<file path="src/rtl/tnew_scoreboard_if.sv">
// tnew_scoreboard_if: issue-side request and hazard-status bundle for the Tnew/Tuse scoreboard
interface tnew_scoreboard_if #(parameter int NREG = 32, parameter int TNEW_W = 2);
  localparam int RW = $clog2(NREG);
  logic              issue_valid;
  logic [RW-1:0]     issue_rd;
  logic [TNEW_W-1:0] issue_tnew;
  logic              issue_md;
  logic [RW-1:0]     rs;
  logic [RW-1:0]     rt;
  logic [TNEW_W-1:0] tuse_rs;
  logic [TNEW_W-1:0] tuse_rt;
  logic              use_md;
  logic              stall;
  logic              md_busy;
  logic [TNEW_W-1:0] pend_rs;
  logic [TNEW_W-1:0] pend_rt;
  modport master (
    output issue_valid, issue_rd, issue_tnew, issue_md, rs, rt, tuse_rs, tuse_rt, use_md,
    input  stall, md_busy, pend_rs, pend_rt
  );
  modport slave (
    input  issue_valid, issue_rd, issue_tnew, issue_md, rs, rt, tuse_rs, tuse_rt, use_md,
    output stall, md_busy, pend_rs, pend_rt
  );
endinterface

</file>
<file path="src/rtl/tnew_scoreboard.sv">
// tnew_scoreboard: per-GPR Tnew countdown and mult/div busy tracking with zero-latency issue stall
module tnew_scoreboard #(
  parameter int NREG      = 32,
  parameter int TNEW_W    = 2,
  parameter int MD_CYCLES = 5
) (
  input logic clk,
  input logic reset,
  tnew_scoreboard_if.slave bus
);
  localparam int RW = $clog2(NREG);
  logic [TNEW_W-1:0] cnt [NREG];
  logic [4:0]        md;
  logic              accept;
  assign bus.pend_rs = cnt[bus.rs];
  assign bus.pend_rt = cnt[bus.rt];
  assign bus.md_busy = md != 5'd0;
  // equal Tnew/Tuse is safe: the result reaches the forwarding path just in time
  assign bus.stall = !reset && bus.issue_valid &&
                     (cnt[bus.rs] > bus.tuse_rs || cnt[bus.rt] > bus.tuse_rt ||
                      (bus.md_busy && (bus.use_md || bus.issue_md)));
  assign accept = !reset && bus.issue_valid && !bus.stall;
  // entry 0 is only ever written by reset, so it stays zero
  always_ff @(posedge clk or posedge reset)
    if (reset)
      for (int r = 0; r < NREG; r++) cnt[r] <= '0;
    else
      for (int r = 1; r < NREG; r++)
        cnt[r] <= (accept && bus.issue_rd == RW'(r)) ? bus.issue_tnew :
                  (cnt[r] != '0) ? cnt[r] - TNEW_W'(1) : cnt[r];
  always_ff @(posedge clk or posedge reset)
    if (reset) md <= 5'd0;
    else md <= (accept && bus.issue_md) ? 5'(MD_CYCLES) : (md != 5'd0) ? md - 5'd1 : md;
endmodule

</file>
<file path="src/flat_wrapper.sv">
// flat-port wrapper written by rule: the top's interface ports become plain ports
module tnew_scoreboard_flat 
#(
  parameter int NREG      = 32,
  parameter int TNEW_W    = 2,
  parameter int MD_CYCLES = 5
)
  (clk, reset, bus_issue_valid, bus_issue_rd, bus_issue_tnew, bus_issue_md, bus_rs, bus_rt, bus_tuse_rs, bus_tuse_rt, bus_use_md, bus_stall, bus_md_busy, bus_pend_rs, bus_pend_rt);
  tnew_scoreboard_if #(.NREG(NREG), .TNEW_W(TNEW_W)) bus_i ();
  input logic clk;
  input logic reset;
  input wire logic [$bits(bus_i.issue_valid)-1:0] bus_issue_valid;
  input wire logic [$bits(bus_i.issue_rd)-1:0] bus_issue_rd;
  input wire logic [$bits(bus_i.issue_tnew)-1:0] bus_issue_tnew;
  input wire logic [$bits(bus_i.issue_md)-1:0] bus_issue_md;
  input wire logic [$bits(bus_i.rs)-1:0] bus_rs;
  input wire logic [$bits(bus_i.rt)-1:0] bus_rt;
  input wire logic [$bits(bus_i.tuse_rs)-1:0] bus_tuse_rs;
  input wire logic [$bits(bus_i.tuse_rt)-1:0] bus_tuse_rt;
  input wire logic [$bits(bus_i.use_md)-1:0] bus_use_md;
  output wire logic [$bits(bus_i.stall)-1:0] bus_stall;
  output wire logic [$bits(bus_i.md_busy)-1:0] bus_md_busy;
  output wire logic [$bits(bus_i.pend_rs)-1:0] bus_pend_rs;
  output wire logic [$bits(bus_i.pend_rt)-1:0] bus_pend_rt;
  assign bus_i.issue_valid = bus_issue_valid;
  assign bus_i.issue_rd = bus_issue_rd;
  assign bus_i.issue_tnew = bus_issue_tnew;
  assign bus_i.issue_md = bus_issue_md;
  assign bus_i.rs = bus_rs;
  assign bus_i.rt = bus_rt;
  assign bus_i.tuse_rs = bus_tuse_rs;
  assign bus_i.tuse_rt = bus_tuse_rt;
  assign bus_i.use_md = bus_use_md;
  assign bus_stall = bus_i.stall;
  assign bus_md_busy = bus_i.md_busy;
  assign bus_pend_rs = bus_i.pend_rs;
  assign bus_pend_rt = bus_i.pend_rt;
  tnew_scoreboard #(.NREG(NREG), .TNEW_W(TNEW_W), .MD_CYCLES(MD_CYCLES)) u_core (.clk(clk), .reset(reset), .bus(bus_i));
endmodule
</file>
<file path="config.mk">
export PLATFORM = sky130hd
export DESIGN_NAME = tnew_scoreboard_flat
export DESIGN_NICKNAME = d
export VERILOG_FILES = /design/src/rtl/tnew_scoreboard_if.sv /design/src/rtl/tnew_scoreboard.sv /design/src/flat_wrapper.sv
export SDC_FILE = /design/constraint.sdc
export NUM_CORES = 1
export LEC_CHECK = 0
export CORE_MARGIN = 1
export CORE_UTILIZATION = 35
export DETAILED_ROUTE_END_ITERATION = 16
export PLACE_DENSITY_LB_ADDON = 0.2
export SETUP_SLACK_MARGIN = 0.02
export SYNTH_ARGS = -nofsm -noshare
export SYNTH_HDL_FRONTEND = slang
export SYNTH_SLANG_ARGS = --single-unit
</file>
<file path="constraint.sdc">
create_clock -name clk -period 11.27 [get_ports clk]
set_input_delay 1.6905 -clock clk [delete_from_list [all_inputs] [get_ports clk]]
set_output_delay 1.6905 -clock clk [all_outputs]
set_load 0.01 [all_outputs]
</file>
# --- Word-level counts from Yosys, hierarchy flattened ---
# Cells that the tools add are included.
word_totals:
  register_bits: 67
  latch_bits: 0
  mem_bits_rw: 0
  rom_bits: 0
  input_bits: 26
  word_cells: 276
  n_memories: 0
op_classes:
  addsub: 32
  mul: 0
  n_div: 0
  magnitude_cmp: 4
  eq_ne: 31
  shifts: 0
  n_mux: 70
  bitwise_logic: 2
  n_reduce_logical: 105
op_table:
  columns: ["cell", "count"]
  rows:
  - ["two-way mux 2 bit", 66]
  - ["nonzero test 2 bit", 63]
  - ["== test 5 bit (second input constant)", 16]
  - ["subtractor 2 x 1 -> 2 bit (second input constant)", 31]
  - ["== test 5 x 4 -> 1 bit (second input constant)", 8]
  - ["logical AND 1 bit", 36]
  - ["binary-select mux 2 bit (select 5 bit)", 2]
  - ["== test 5 x 3 -> 1 bit (second input constant)", 4]
  - ["greater-or-equal comparator 6 bit (second input constant)", 2]
  - ["NOT 5 -> 6 bit", 2]
  - ["== test 5 x 2 -> 1 bit (second input constant)", 2]
  - ["two-way mux 5 bit", 2]
  - ["== test 5 x 1 -> 1 bit (second input constant)", 1]
  - ["nonzero test 5 bit", 1]
  - ["subtractor 5 x 1 -> 5 bit (second input constant)", 1]
  - ["greater-than comparator 2 bit", 2]
  - ["logical OR 1 bit", 3]
  - ["zero test 1 bit", 2]

# --- Logic depth before layout (Yosys ltp) ---
# Gate-level depths: netlist of the first run.
logic_depth:
  ltp_word: 12
  depth_mapped: 12
  depth_no_buf: 9

# --- Worst setup path before layout of the first run ---
# OpenSTA, ideal clock, no wires.
synth_timing:
  path_type: "input-to-output"
  from: "input bus_rt[1]"
  to: "output bus_stall"
  arrival_time_ns: 4.446
  required_time_ns: 9.580
  slack_ns: 5.134
  cell_stages: 11
  n_path_buf: 3
  cell_sequence: "buf_2 -> buf_2 -> mux4_2 -> mux4_2 -> mux2_2 -> ha_1 -> nor2b_1 -> o21ai_1 -> clkbuf_1 -> nand3_1 -> and2_1"
synth_between:
  elab_chain_cells: 8
synth_rtl:
  columns: ["element", "line_no", "rtl"]
  rows:
  - ["start: declaration", "flat_wrapper.sv:17", "input wire logic [$bits(bus_i.rt)-1:0] bus_rt;"]
  - ["NOT 5 -> 6 bit", null, null]
  - ["binary-select mux 2 bit (select 5 bit)", null, null]
  - ["two-way mux 2 bit (2 in a row)", null, null]
  - ["via bus_pend_rt[1]", "flat_wrapper.sv:24", "output wire logic [$bits(bus_i.pend_rt)-1:0] bus_pend_rt;"]
  - ["greater-than comparator 2 bit", "tnew_scoreboard.sv:20", "(cnt[bus.rs] > bus.tuse_rs || cnt[bus.rt] > bus.tuse_rt ||"]
  - ["logical OR 1 bit (2 in a row)", "tnew_scoreboard.sv:20", null]
  - ["logical AND 1 bit", "tnew_scoreboard.sv:19", "assign bus.stall = !reset && bus.issue_valid &&"]
  - ["end: declaration", "flat_wrapper.sv:21", "output wire logic [$bits(bus_i.stall)-1:0] bus_stall;"]
# The timed path passes the listed nets, and every way through them passes these cells. The select of a mux whose other input is x is not followed.

# --- Final worst setup path of the first run ---
layout_timing:
  from: "input bus_rt[0]"
  to: "output bus_stall"
layout_between:
  elab_chain_cells: 8
layout_rtl:
  columns: ["element", "line_no"]
  rows:
  - ["NOT 5 -> 6 bit (not written as such)", "tnew_scoreboard.sv:20"]
  - ["binary-select mux 2 bit (select 5 bit)", "tnew_scoreboard.sv:20"]
  - ["two-way mux 2 bit (not written as such) (2 in a row)", "tnew_scoreboard.sv:20"]
  - ["greater-than comparator 2 bit", "tnew_scoreboard.sv:20"]
  - ["logical OR 1 bit (2 in a row)", "tnew_scoreboard.sv:20"]
  - ["logical AND 1 bit", "tnew_scoreboard.sv:19"]
# Every way passes these cells. The select of a mux whose other input is x is not followed.

==> metrics.yaml, run 1 <==
worst_hold_path:
  worstHoldPathCells: 1
  min_from: "u_core.md[4]"
  whs_endpoint: "u_core.md[4]"
  hp-class: "reg -> reg"
placed_design:
  dp_hpwl_mm: 10.1
  port_buffers: 31
  place_inst: 712
  gp_congestion: 0.804
  place_area_mm2: 0.00585
  pre_cts_ws_ns: 3.57
setup_path:
  worstPathRequired_ns: 9.58
  ff2ff_path_depth: 9
  cp_max_fo: 32
  arrival_ns: 5.97
  start_kind: "input pin"
  end_kind: "output pin"
  timing.rr.end: "u_core.cnt[47]"
  r2r-start: "u_core.cnt[33]"
  rrSetupSlack_ns: 7.95
  path_class: "in -> out"
floorplanning:
  start_util: 0.356
  die_area_mm2: 0.0159
  fp.dieH_um: 126
  core_mm2: 0.0151
  fp.dieW_um: 126
  io_pins: 32
  rows: 45
finish:
  fin_nets: 597
  diodes: 0
  drive_above_1_share: 0.226
  area_growth_pct: 13.7
  stdcell_count: 727
  design_area_mm2: 0.00613
cts:
  cts_setup_buffers: 0
  cts_tree: "yes"
  cts_resized: 0
  clk_path_buf_depth: 2
  clkLatencyLatePin_ns: 0.35
  holdBufCountCts: 0
  clockRootBuffer: "clkbuf_16"
  cts_buffers: 9
  cts_sinks: 67
  htreeDepth: 3
  clkTransAtPathRegs_ns: 0.05
sta:
  max_freq_mhz: 131
  fin_skew_ns: 0.00642
  drv_slew: 0
  fin_tns_setup_ns: 0
  setup_violations: 0
  setup_ws_ns: 3.61
  slew-limit-headroom: 0.303
  tightest_slew_ns: 1.04
  finalCriticalPeriod_ns: 7.66
  final_hold_viol_count: 0
  period_share: 0.679
  rsz0062_at_grt: "false"
synthesis:
  postSynth.asyncResetShare: 1.00
  syn_inst: 517
  yosysTopAreaCell: "dfrtp_1"
  syn_nets: 579
  ys_warn_count: 2
  synth.top_cell.area_share: 0.311
  synth_ff_type: "dfrtp_1"
  synthTopCellsByCount: "inv_1, dfrtp_1, mux2_2, ha_1"
  synthDistinctLibCells: 46
  synth.most_common_cell: "inv_1"
  synth-seq-area-share: 0.311
  synth_area_leaders: "dfrtp_1, mux2_2, mux4_2, ha_1, mux2i_1"
  yosys_register_bits: 67
  netlist_area_mm2: 0.00539
  syn_avg_cell_area_um2: 10.4
  synth-edff-count: 0
grt:
  grt_antenna_before_repair: 0
  track_usage: 0.189
  grt_max_degree: 68
  grt_pass1_wl_mm: 22.6
  grt_pass1_vias: 4205
  grt_overflow: 0
route:
  drt_wl_total_mm: 13.7
  vias: 3951
  drc: 0
  avgViaCountPerCell: 5.43
  wl_per_cell_um: 18.8
  antenna_left: 0
  drtPass1Iterations: 4
  drtIter0Drc: 205
power:
  p_leak_nw: 2.59
  ir_worst_vdd_mv: 0.0813
  p_total_mw: 1.72
  powerDensity_mw_per_mm2: 280
run_status:
  status: "finished clean"
job:
  drv_cap: 0
per-stage QoR:
step	hold slack [ns]	utilization
floorplan	0.459	-
detailed placement	0.478	0.386
finish	0.486	0.405
global route	0.509	0.405
CTS	0.489	0.405
global placement	0.471	0.386
state kept, by name (all words and copies together) (netlist names):
signal and cells:
u_core.cnt 62, u_core.md 5
cells in the final DEF (no fill, tap or decap), drive strengths merged, types with 2 or more instances in the layout:
| cell type | count |
|---|---|
| or3b | 3 |
| a22oi | 2 |
| dfrtp | 67 |
| clkinv | 2 |
| nand4 | 31 |
| nand3 | 4 |
| buf | 7 |
| inv | 71 |
| mux2 | 65 |
| nand2 | 24 |
| a211oi | 3 |
| nor2 | 22 |
| nand3b | 4 |
| mux4 | 28 |
| ha | 36 |
| a31o | 2 |
| o22ai | 3 |
| nor3 | 7 |
| clkbuf | 12 |
| o21ai | 14 |
| nor4 | 6 |
| nor2b | 5 |
| mux2i | 32 |
| xnor2 | 32 |
| o31ai | 2 |
| clkdlybuf4s50 | 31 |
| and3 | 2 |
| nand2b | 6 |
logic make-up (layout without fill, tap and decap cells):
logic type | after synthesis | in the layout | synth area share
multiplexers | 125 | 125 | 0.312
AND/OR/NAND/NOR | 120 | 120 | 0.121
buffers and inverters | 102 | 124 | 0.0763
flip-flops | 67 | 67 | 0.311
adder cells (fa/ha/maj) | 36 | 36 | 0.0835
AO/OA/AOI/OAI | 34 | 34 | 0.0427
XOR/XNOR | 33 | 33 | 0.0536
where the power goes:
group	switching [mW]	internal, mW	total [mW]
sequential	0.150	0.378	0.528
clock	0.104	0.169	0.273
combinational	0.388	0.530	0.918
total	0.641	1.08	1.72
critical path, cell delays in order:
cell and delay [ns]:
clkdlybuf4s50_1 1.16, mux4_2 0.61, mux4_2 0.48, mux2_2 0.30
ha_1 0.31, nor2b_1 0.14, o21ai_2 0.10, buf_4 0.31
nand3_1 0.19, and2_1 0.18, clkdlybuf4s50_1 0.48
how the worst max path moves through the flow:
stage,start,to,slack [ns],cells past startpoint
global placement,bus_rt[0],bus_stall,3.64,11
CTS,bus_rt[0],bus_stall,3.56,11
global route,bus_rt[0],bus_stall,3.30,11
floorplan,bus_rt[1],bus_stall,5.13,11
detailed placement,bus_rt[0],bus_stall,3.57,11
finish,bus_rt[0],bus_stall,3.61,11
per-layer routing:
metal,global-route usage,vias up,wire (um)
li1,-,1885,-
met1,0.243,1959,6090
met2,0.310,85,6650
met3,0.0421,22,614
met4,0.0737,0,320
met5,0,-,0
cell type report:
| cell class | instances | area (um2) |
|---|---|---|
| clock buffers | 12 | 236 |
| inverters | 71 | 267 |
| repair buffers | 38 | 363 |
| well taps | 188 | 235 |
| flip-flops and latches | 67 | 1680 |
| multi-input cells | 348 | 3310 |
| fillers | 1419 | 9020 |
| clock inverters | 3 | 40.0 |
No activity file was read; power rests on OpenSTA's default activity.
==> run 2, diff against run 1 <==
- clock period: 11.27 -> 6.3 ns (I/O delays scaled with it)
==> metrics.yaml, run 2 (synthesis gave the netlist of run 1 again) <==
finish:
  largest_register_ffs: 62  # unchanged
  largestRegisters: "u_core.cnt (62), u_core.md (5)"
  final_cell_mix: "inv_1, dfrtp_1, mux2_2"
  fin_nets: 601  # +0.67%
  fillers: 1450  # +2.2%
  drive_above_1_share: 0.233  # +0.00711
  multi_input_area_mm2: 0.00331  # unchanged
  area_growth_pct: 14.2
  diodes: 0  # unchanged
  final_common_cell: "inv_1"
  final_util: 0.407  # +0.00182
  regArea_mm2: 0.00168  # unchanged
  regMostFlops: "u_core.cnt"
sta:
  finalCriticalPeriod_ns: 5.41
  max_freq_mhz: 185
  rsz0062_at_grt: "false"
  slew-limit-headroom: 0.406  # +0.104
  final_hold_viol_count: 0  # unchanged
  tightest_slew_ns: 0.891  # -0.152 ns
  drv_slew: 0  # unchanged
  period_share: 0.858
  setup_violations: 0  # unchanged
  fin_tns_setup_ns: 0  # unchanged
  fin_skew_ns: 0.00323  # -0.00319 ns
setup_path:
  rrSetupSlack_ns: 2.94  # -5.01 ns
  start_kind: "input pin"
  worstPathRequired_ns: 5.35  # -4.23 ns
  cp_slowest_stage_delay_ns: 0.54  # -0.62 ns
  cp_max_fo: 17  # -47%
  arrival_ns: 4.46  # -1.51 ns
  path_depth: 11  # unchanged
  slowest_stage: "mux4_2"
  path_class: "in -> out"
  critical_path.top_delay_family: "multiplexers"
  ff2ff_path_depth: 9  # unchanged
  worst-path-buf-inv: 3  # unchanged
  r2r-start: "u_core.cnt[27]"
  timing.rr.end: "u_core.cnt[57]"
  path_cells: "clkdlybuf4s50_1, buf_4, mux4_2, mux4_2, mux2_2, ha_1, nor2b_1, o21ai_2, nand3_1, and2_1, clkdlybuf4s50_1"
  end_kind: "output pin"
cts:
  holdBufCountCts: 0  # unchanged
  clkLatencyLatePin_ns: 0.34  # about the same
  cts_tree: "yes"
  cts_setup_buffers: 0  # unchanged
  clk_path_buf_depth: 2  # unchanged
  cts_sinks: 67  # unchanged
  cts_buffers: 9  # unchanged
  htreeDepth: 3  # unchanged
  clockRootBuffer: "clkbuf_16"
  clkTransAtPathRegs_ns: 0.05  # about the same
  cts_resized: 0  # unchanged
worst_hold_path:
  whs_endpoint: "u_core.md[4]"
  hp-class: "reg -> reg"
  min_from: "u_core.md[4]"
  worstHoldPathCells: 1  # unchanged
grt:
  use_met1: 0.260  # +0.0164
  grt_antenna_before_repair: 0  # unchanged
  grt_max_degree: 68  # unchanged
  track_usage: 0.191  # +0.00146
  grt_pass1_vias: 4089  # -2.8%
  grt_pass1_wl_mm: 22.7  # +0.31%
  grt.busiest_layer: "met2"
  use_met3: 0.0459  # +0.00382
  grt_use_met2: 0.300  # -0.00975
  grt_overflow: 0  # unchanged
placed_design:
  dp_hpwl_mm: 10.1  # -0.24%
  gp_congestion: 0.828  # +2.9%
  port_buffers: 31  # unchanged
route:
  drt_wl_total_mm: 13.9  # +1.6%
  antenna_left: 0  # unchanged
  drc: 0  # unchanged
  avgViaCountPerCell: 5.47  # +0.60%
  vias: 4002  # +1.3%
  drtPass1Iterations: 4  # unchanged
  wl_per_cell_um: 19.0  # +0.95%
  drtIter0Drc: 220  # +7.3%
power:
  p_leak_nw: 2.61  # +0.75%
  ir_worst_vdd_mv: 0.185  # +130%
  powerDensity_mw_per_mm2: 497  # +77%
floorplanning:
  fp.dieH_um: 126  # unchanged
  rows: 45  # unchanged
  die_area_mm2: 0.0159  # unchanged
  core_mm2: 0.0151  # unchanged
  start_util: 0.356  # unchanged
  io_pins: 32  # unchanged
  fp.dieW_um: 126  # unchanged
job:
  drv_cap: 0  # unchanged
run_status:
  status: "finished clean"
[run 2: cell count changes in the layout (fill, tap and decap cells not counted), sizes merged]
cell,previous run,this run
buf,7,11
bufinv,1,0
clkbuf,12,14
[run 2: where the power goes]
group          switching (mW)  internal [mW]
Clock                   0.183          0.287
Sequential              0.268          0.677
Combinational           0.700          0.946
Total                    1.15           1.91
[run 2: worst max path at each step]
stage                   start        end  slack (ns)
finish              bus_rt[0]  bus_stall        0.89
global route        bus_rt[0]  bus_stall        0.70
CTS                 bus_rt[0]  bus_stall        0.85
detailed placement  bus_rt[0]  bus_stall        0.85
global placement    bus_rt[0]  bus_stall        0.87
floorplan           bus_rt[1]  bus_stall        1.65
[run 2: final cells by class]
class / count / share of cell area
clock buffers: 14 / 0.0429
multi-input cells: 348 / 0.538
inverters: 71 / 0.0433
flip-flops and latches: 67 / 0.272
repair buffers: 42 / 0.0638
clock inverters: 2 / 0.00163
well taps: 188 / 0.0382
[run 2: stage by stage]
step                      setup WS, ns  hold WS (ns)  instance area [um2]  cells  power, mW
after floorplan                   1.65         0.459                 5390    517       2.20
after global placement           0.866         0.472                 5880    716       2.50
after detailed placement         0.848         0.477                 5880    716       2.61
after CTS                        0.845         0.489                 6160    732       3.09
after global routing             0.704         0.508                 6160    732       3.33
final                            0.894         0.492                 6160    732       3.06
[run 2: routing by layer]
metal / vias up / routed length (um)
li1: 1898 / -
met4: 0 / 211
met5: - / 0
met1: 2001 / 6230
met3: 12 / 828
met2: 91 / 6630
[run 2: worst register-to-register path, stage by stage, from the launching register on]
cell and delay, ns:
dfrtp_1 0.44, mux4_2 0.49, mux4_2 0.46, mux2_2 0.29, ha_1 0.30, nor2b_1 0.14, o21ai_2 0.12, buf_4 0.36
nand4_1 0.30, mux2_2 0.34
==> run 3, diff against run 2 <==
--- a/constraint.sdc
+++ b/constraint.sdc
@@ -3,2 +3,2 @@
 set_output_delay 0.945 -clock clk [all_outputs]
-set_load 0.01 [all_outputs]
+set_load 0.005 [all_outputs]
==> metrics.yaml, run 3 (synthesis gave the netlist of run 1 again) <==
run_status:
  status: "finished clean"
sta:
  tightest_slew_ns: 0.918  # +0.0274 ns
  fin_tns_setup_ns: 0  # unchanged
  setup_violations: 0  # unchanged
  slew-limit-headroom: 0.388  # -0.0183
  drv_slew: 0  # unchanged
  max_freq_mhz: 186  # +0.35%
  hold_slack_ns: 0.492  # +0.000224 ns
  final_hold_viol_count: 0  # unchanged
  rsz0062_at_grt: "false"
  finalCriticalPeriod_ns: 5.39  # -0.0187 ns
  period_share: 0.855  # -0.00296
  fin_skew_ns: 0.00950  # +0.00627 ns
finish:
  largest_register_ffs: 62  # unchanged
  fin_nets: 601  # unchanged
  final_cell_mix: "inv_1, dfrtp_1, mux2_2"
  final_common_cell: "inv_1"
  drive_above_1_share: 0.234  # +0.000430
  design_area_mm2: 0.00614  # -0.20%
  regMostFlops: "u_core.cnt"
  fillers: 1442  # -0.55%
  diodes: 0  # unchanged
  area_growth_pct: 13.9
  largestRegisters: "u_core.cnt (62), u_core.md (5)"
  final_util: 0.406  # -0.000826
route:
  antenna_left: 0  # unchanged
  drc: 0  # unchanged
  drtPass1Iterations: 4  # unchanged
  avgViaCountPerCell: 5.55  # +1.5%
  drtIter0Drc: 243  # +10%
  drt_wl_total_mm: 14.2  # +2.4%
  wl_per_cell_um: 19.5  # +2.5%
  vias: 4058  # +1.4%
grt:
  grt_pass1_wl_mm: 22.9  # +0.97%
  grt_overflow: 0  # unchanged
  grt_max_degree: 68  # unchanged
  track_usage: 0.193  # +0.00222
  grt_pass1_vias: 4071  # -0.44%
  grt_antenna_before_repair: 0  # unchanged
placed_design:
  place_area_mm2: 0.00588  # unchanged
  dp_hpwl_mm: 10.2  # +1.0%
  gp_congestion: 0.830  # +0.30%
  port_buffers: 31  # unchanged
power:
  p_total_mw: 3.05  # -0.21%
  powerDensity_mw_per_mm2: 497  # about the same
  p_leak_nw: 2.61  # -0.17%
  ir_worst_vdd_mv: 0.182  # -1.7%
setup_path:
  start_kind: "input pin"
  end_kind: "output pin"
  timing.rr.end: "u_core.cnt[56]"
  arrival_ns: 4.44  # -0.02 ns
  ff2ff_path_depth: 9  # unchanged
  r2r-start: "u_core.cnt[33]"
  worstPathRequired_ns: 5.35  # about the same
  cp_max_fo: 17  # unchanged
  path_class: "in -> out"
  rrSetupSlack_ns: 2.94  # about the same
worst_hold_path:
  whs_endpoint: "u_core.md[4]"
  hp-class: "reg -> reg"
  worstHoldPathCells: 1  # unchanged
  min_from: "u_core.md[4]"
floorplanning:
  rows: 45  # unchanged
  start_util: 0.356  # unchanged
  core_mm2: 0.0151  # unchanged
  io_pins: 32  # unchanged
  fp.dieH_um: 126  # unchanged
  die_area_mm2: 0.0159  # unchanged
  fp.dieW_um: 126  # unchanged
cts:
  cts_tree: "yes"
  cts_setup_buffers: 0  # unchanged
  clockRootBuffer: "clkbuf_16"
  htreeDepth: 3  # unchanged
  cts_sinks: 67  # unchanged
  cts_resized: 0  # unchanged
  holdBufCountCts: 0  # unchanged
  clkTransAtPathRegs_ns: 0.06  # about the same
  clk_path_buf_depth: 2  # unchanged
  clkLatencyLatePin_ns: 0.34  # about the same
  cts_buffers: 9  # unchanged
job:
  drv_cap: 0  # unchanged
==> run 3: changes by cell type in the layout (fill, tap and decap cells not counted), sizes merged <==
cell,before,now
clkbuf,14,12
clkinv,2,3
==> run 3: layer usage <==
metal  GRT usage  share of wire  routed length [um]  vias to the layer above
met3      0.0433          0.053                 757                        8
li1            -              -                   -                     1898
met2       0.312           0.49                6930                       89
met4      0.0439         0.0070                 100                        0
met1       0.263           0.45                6440                     2063
met5           0              0                   0                        -
==> run 3: critical path: stages <==
cell and delay, ns:
clkdlybuf4s50_1 0.46, buf_4 0.29, mux4_2 0.54, mux4_2 0.49, mux2_2 0.29, ha_1 0.30
nor2b_1 0.14, o21ai_2 0.12, nand3_1 0.19, and2_1 0.21, clkdlybuf4s50_1 0.44
==> run 3: per-stage QoR <==
stage	cells	worst slack, ns
2_1_floorplan	517	1.70
3_3_place_gp	716	0.909
3_5_place_dp	716	0.855
4_1_cts	731	0.851
5_1_grt	731	0.718
6_report	731	0.913
==> run 3: cell type report <==
class | count | area [um2] | share of cell area
flip-flops and latches | 67 | 1680 | 0.273
repair buffers | 42 | 393 | 0.0639
multi-input cells | 348 | 3310 | 0.539
clock inverters | 3 | 15.0 | 0.00244
clock buffers | 12 | 246 | 0.0401
inverters | 71 | 267 | 0.0434
well taps | 188 | 235 | 0.0383
==> run 3: worst max path at each step <==
stage                 to  cells past startpoint  slack, ns  startpoint
2_1_floorplan  bus_stall                     11       1.70   bus_rt[1]
3_3_place_gp   bus_stall                     11       0.91   bus_rt[0]
3_5_place_dp   bus_stall                     11       0.85   bus_rt[0]
4_1_cts        bus_stall                     11       0.85   bus_rt[0]
5_1_grt        bus_stall                     11       0.72   bus_rt[0]
6_report       bus_stall                     11       0.91   bus_rt[0]
==> run 3: where the power goes <==
group / internal (mW) / leakage [nW] / switching, mW / total (mW)
logic: 0.946 / 1.69 / 0.700 / 1.65
clock network: 0.273 / 0.132 / 0.183 / 0.456
registers: 0.677 / 0.787 / 0.276 / 0.952
==> edit, RTL diff (config.mk and constraints of run 2) <==
Reset style: synchronous (`reset`), changed in 2 clocked blocks.
--- a/src/rtl/tnew_scoreboard.sv
+++ b/src/rtl/tnew_scoreboard.sv
@@ -21,14 +21,14 @@
                       (bus.md_busy && (bus.use_md || bus.issue_md)));
   assign accept = !reset && bus.issue_valid && !bus.stall;
   // entry 0 is only ever written by reset, so it stays zero
-  always_ff @(posedge clk or posedge reset)
+  always_ff @(posedge clk)
     if (reset)
       for (int r = 0; r < NREG; r++) cnt[r] <= '0;
     else
       for (int r = 1; r < NREG; r++)
         cnt[r] <= (accept && bus.issue_rd == RW'(r)) ? bus.issue_tnew :
                   (cnt[r] != '0) ? cnt[r] - TNEW_W'(1) : cnt[r];
-  always_ff @(posedge clk or posedge reset)
+  always_ff @(posedge clk)
     if (reset) md <= 5'd0;
     else md <= (accept && bus.issue_md) ? 5'(MD_CYCLES) : (md != 5'd0) ? md - 5'd1 : md;
 endmodule
Check against the original RTL: not equivalent (Yosys sat finds a counterexample within 4 cycles, from zero or initial values and one cycle with reset high; the reset may be asserted at any time).
==> edit against run 2 <==
Clock skew rose by 0.0021 ns; sequential cell count did not move; setup slack improved by 0.055 ns; power fell by 15%; final area fell by 1.4%; routed wire length rose by 18%; area after synthesis fell by 0.49%; synthesized cell count rose by 35%; combinational power fell by 22%; critical path type unchanged; critical endpoint unchanged; largest cell class unchanged; largest power group unchanged.
==> edit: results (changes against run 2) <==
| Metric | Value |
|---|---|
| Status | `finished clean (unchanged)` |
| Multiplexer area fraction after synthesis | `12.8% (was 31.2%)` |
| Worst Skew | `0.00534 ns (was 0.00323 ns)` |
| Setup slack, reg-to-reg | `2.89 ns (was 2.94 ns)` |
| Share of the synthesized netlist area taken by xor and xnor gates | `5.22% (was 5.36%)` |
| Compound-Gate Fraction of Synth Area | `16.7% (was 4.27%)` |
| Worst R2R Start | `u_core.cnt[5][1] (was u_core.cnt[27])` |
| R2r endpoint | `u_core.cnt[14][0] (was u_core.cnt[57])` |
| GP Congestion | `0.892 (was 0.828)` |
| LEAKAGE | `2.42 nW (was 2.61 nW)` |
| Vias per inst | `5.61 (was 5.47)` |
| Hold Path Sink | `u_core.md[0] (was u_core.md[4])` |
| Vias in the first global route | `4915 (was 4089)` |
| Ranking of synthesized cells by area | `dfxtp_1 (25%), mux2i_1 (9.9%), ha_1 (8.4%) (was dfrtp_1 (31%), mux2_2 (14%), mux4_2 (12%))` |
| Reg2reg path depth | `12 (was 9)` |
| Largest net degree at the start of global routing | `75 (was 68)` |
| WHS Path Cells | `2 (was 1)` |
| Beginning of the worst hold path | `u_core.md[0] (was u_core.md[4])` |
| Post-synth top cells | `nor2_1 (72), nand2_1 (71), inv_1 (70), dfxtp_1 (67), mux2i_1 (53) (was inv_1 (71), dfrtp_1 (67), mux2_2 (65), ha_1 (36))` |
| Top_reg_cell synth | `dfxtp_1 (was dfrtp_1)` |
| Layout cells sized above 1 | `6.52% (was 23.3%)` |
| Drt pass-1 iters | `5 (was 4)` |
| Iteration-0 DRC Markers | `393 (was 220)` |
| VDD IR max | `0.000158 V (was 0.000185 V)` |
| Global-route wire length before repair | `26200 microns (was 22700 microns)` |
| Met2 global-route usage | `36.4% (was 30.0%)` |
edit: cell families (layout without fill, tap and decap cells):
group	count (synthesis)	count (layout)
AND/OR/NAND/NOR	251	251
AO/OA/AOI/OAI	133	133
buffers and inverters	115	124
flip-flops	67	67
multiplexers	63	63
adder cells (fa/ha/maj)	36	36
XOR/XNOR	32	32
edit: stage by stage:
stage	setup WS (ns)	instances	cell area [sq um]	total power, mW	hold WS (ns)
6_report	0.949	890	6070	2.61	0.504
4_1_cts	0.919	890	6070	2.62	0.508
3_5_place_dp	0.936	874	5750	2.05	0.499
3_3_place_gp	1.02	874	5750	1.98	0.485
2_1_floorplan	1.72	697	5370	1.72	0.470
5_1_grt	0.702	890	6070	2.84	0.522
edit: final cells by class:
| cell class | count | area [sq um] | share of cell area, % |
|---|---|---|---|
| inverters | 71 | 267 | 4.39 |
| flip-flops and latches | 67 | 1340 | 22.1 |
| repair buffers | 37 | 340 | 5.61 |
| clock inverters | 4 | 73.8 | 1.22 |
| clock buffers | 12 | 246 | 4.06 |
| multi-input cells | 515 | 3570 | 58.8 |
| well taps | 184 | 230 | 3.79 |
edit: worst max-delay path: stages:
cell	delay, ns
clkdlybuf4s50_1	0.81
mux2_2	0.40
a221oi_1	0.23
a2111oi_0	0.12
a41oi_1	0.21
o311ai_0	0.22
ha_1	0.35
nor2b_1	0.16
o21ai_2	0.07
a31oi_1	0.28
clkdlybuf4s50_1	0.60
edit: power breakdown:
part           switching [mW]  internal [mW]
clock                   0.200          0.358
combinational           0.688          0.588
sequential              0.189          0.587
total                    1.08           1.53
edit: metal layers:
metal  wire, microns  vias up
li1                -     2469
met1            7370     2392
met2            7870      101
met3             551       35
met4             558        0
met5               0        -
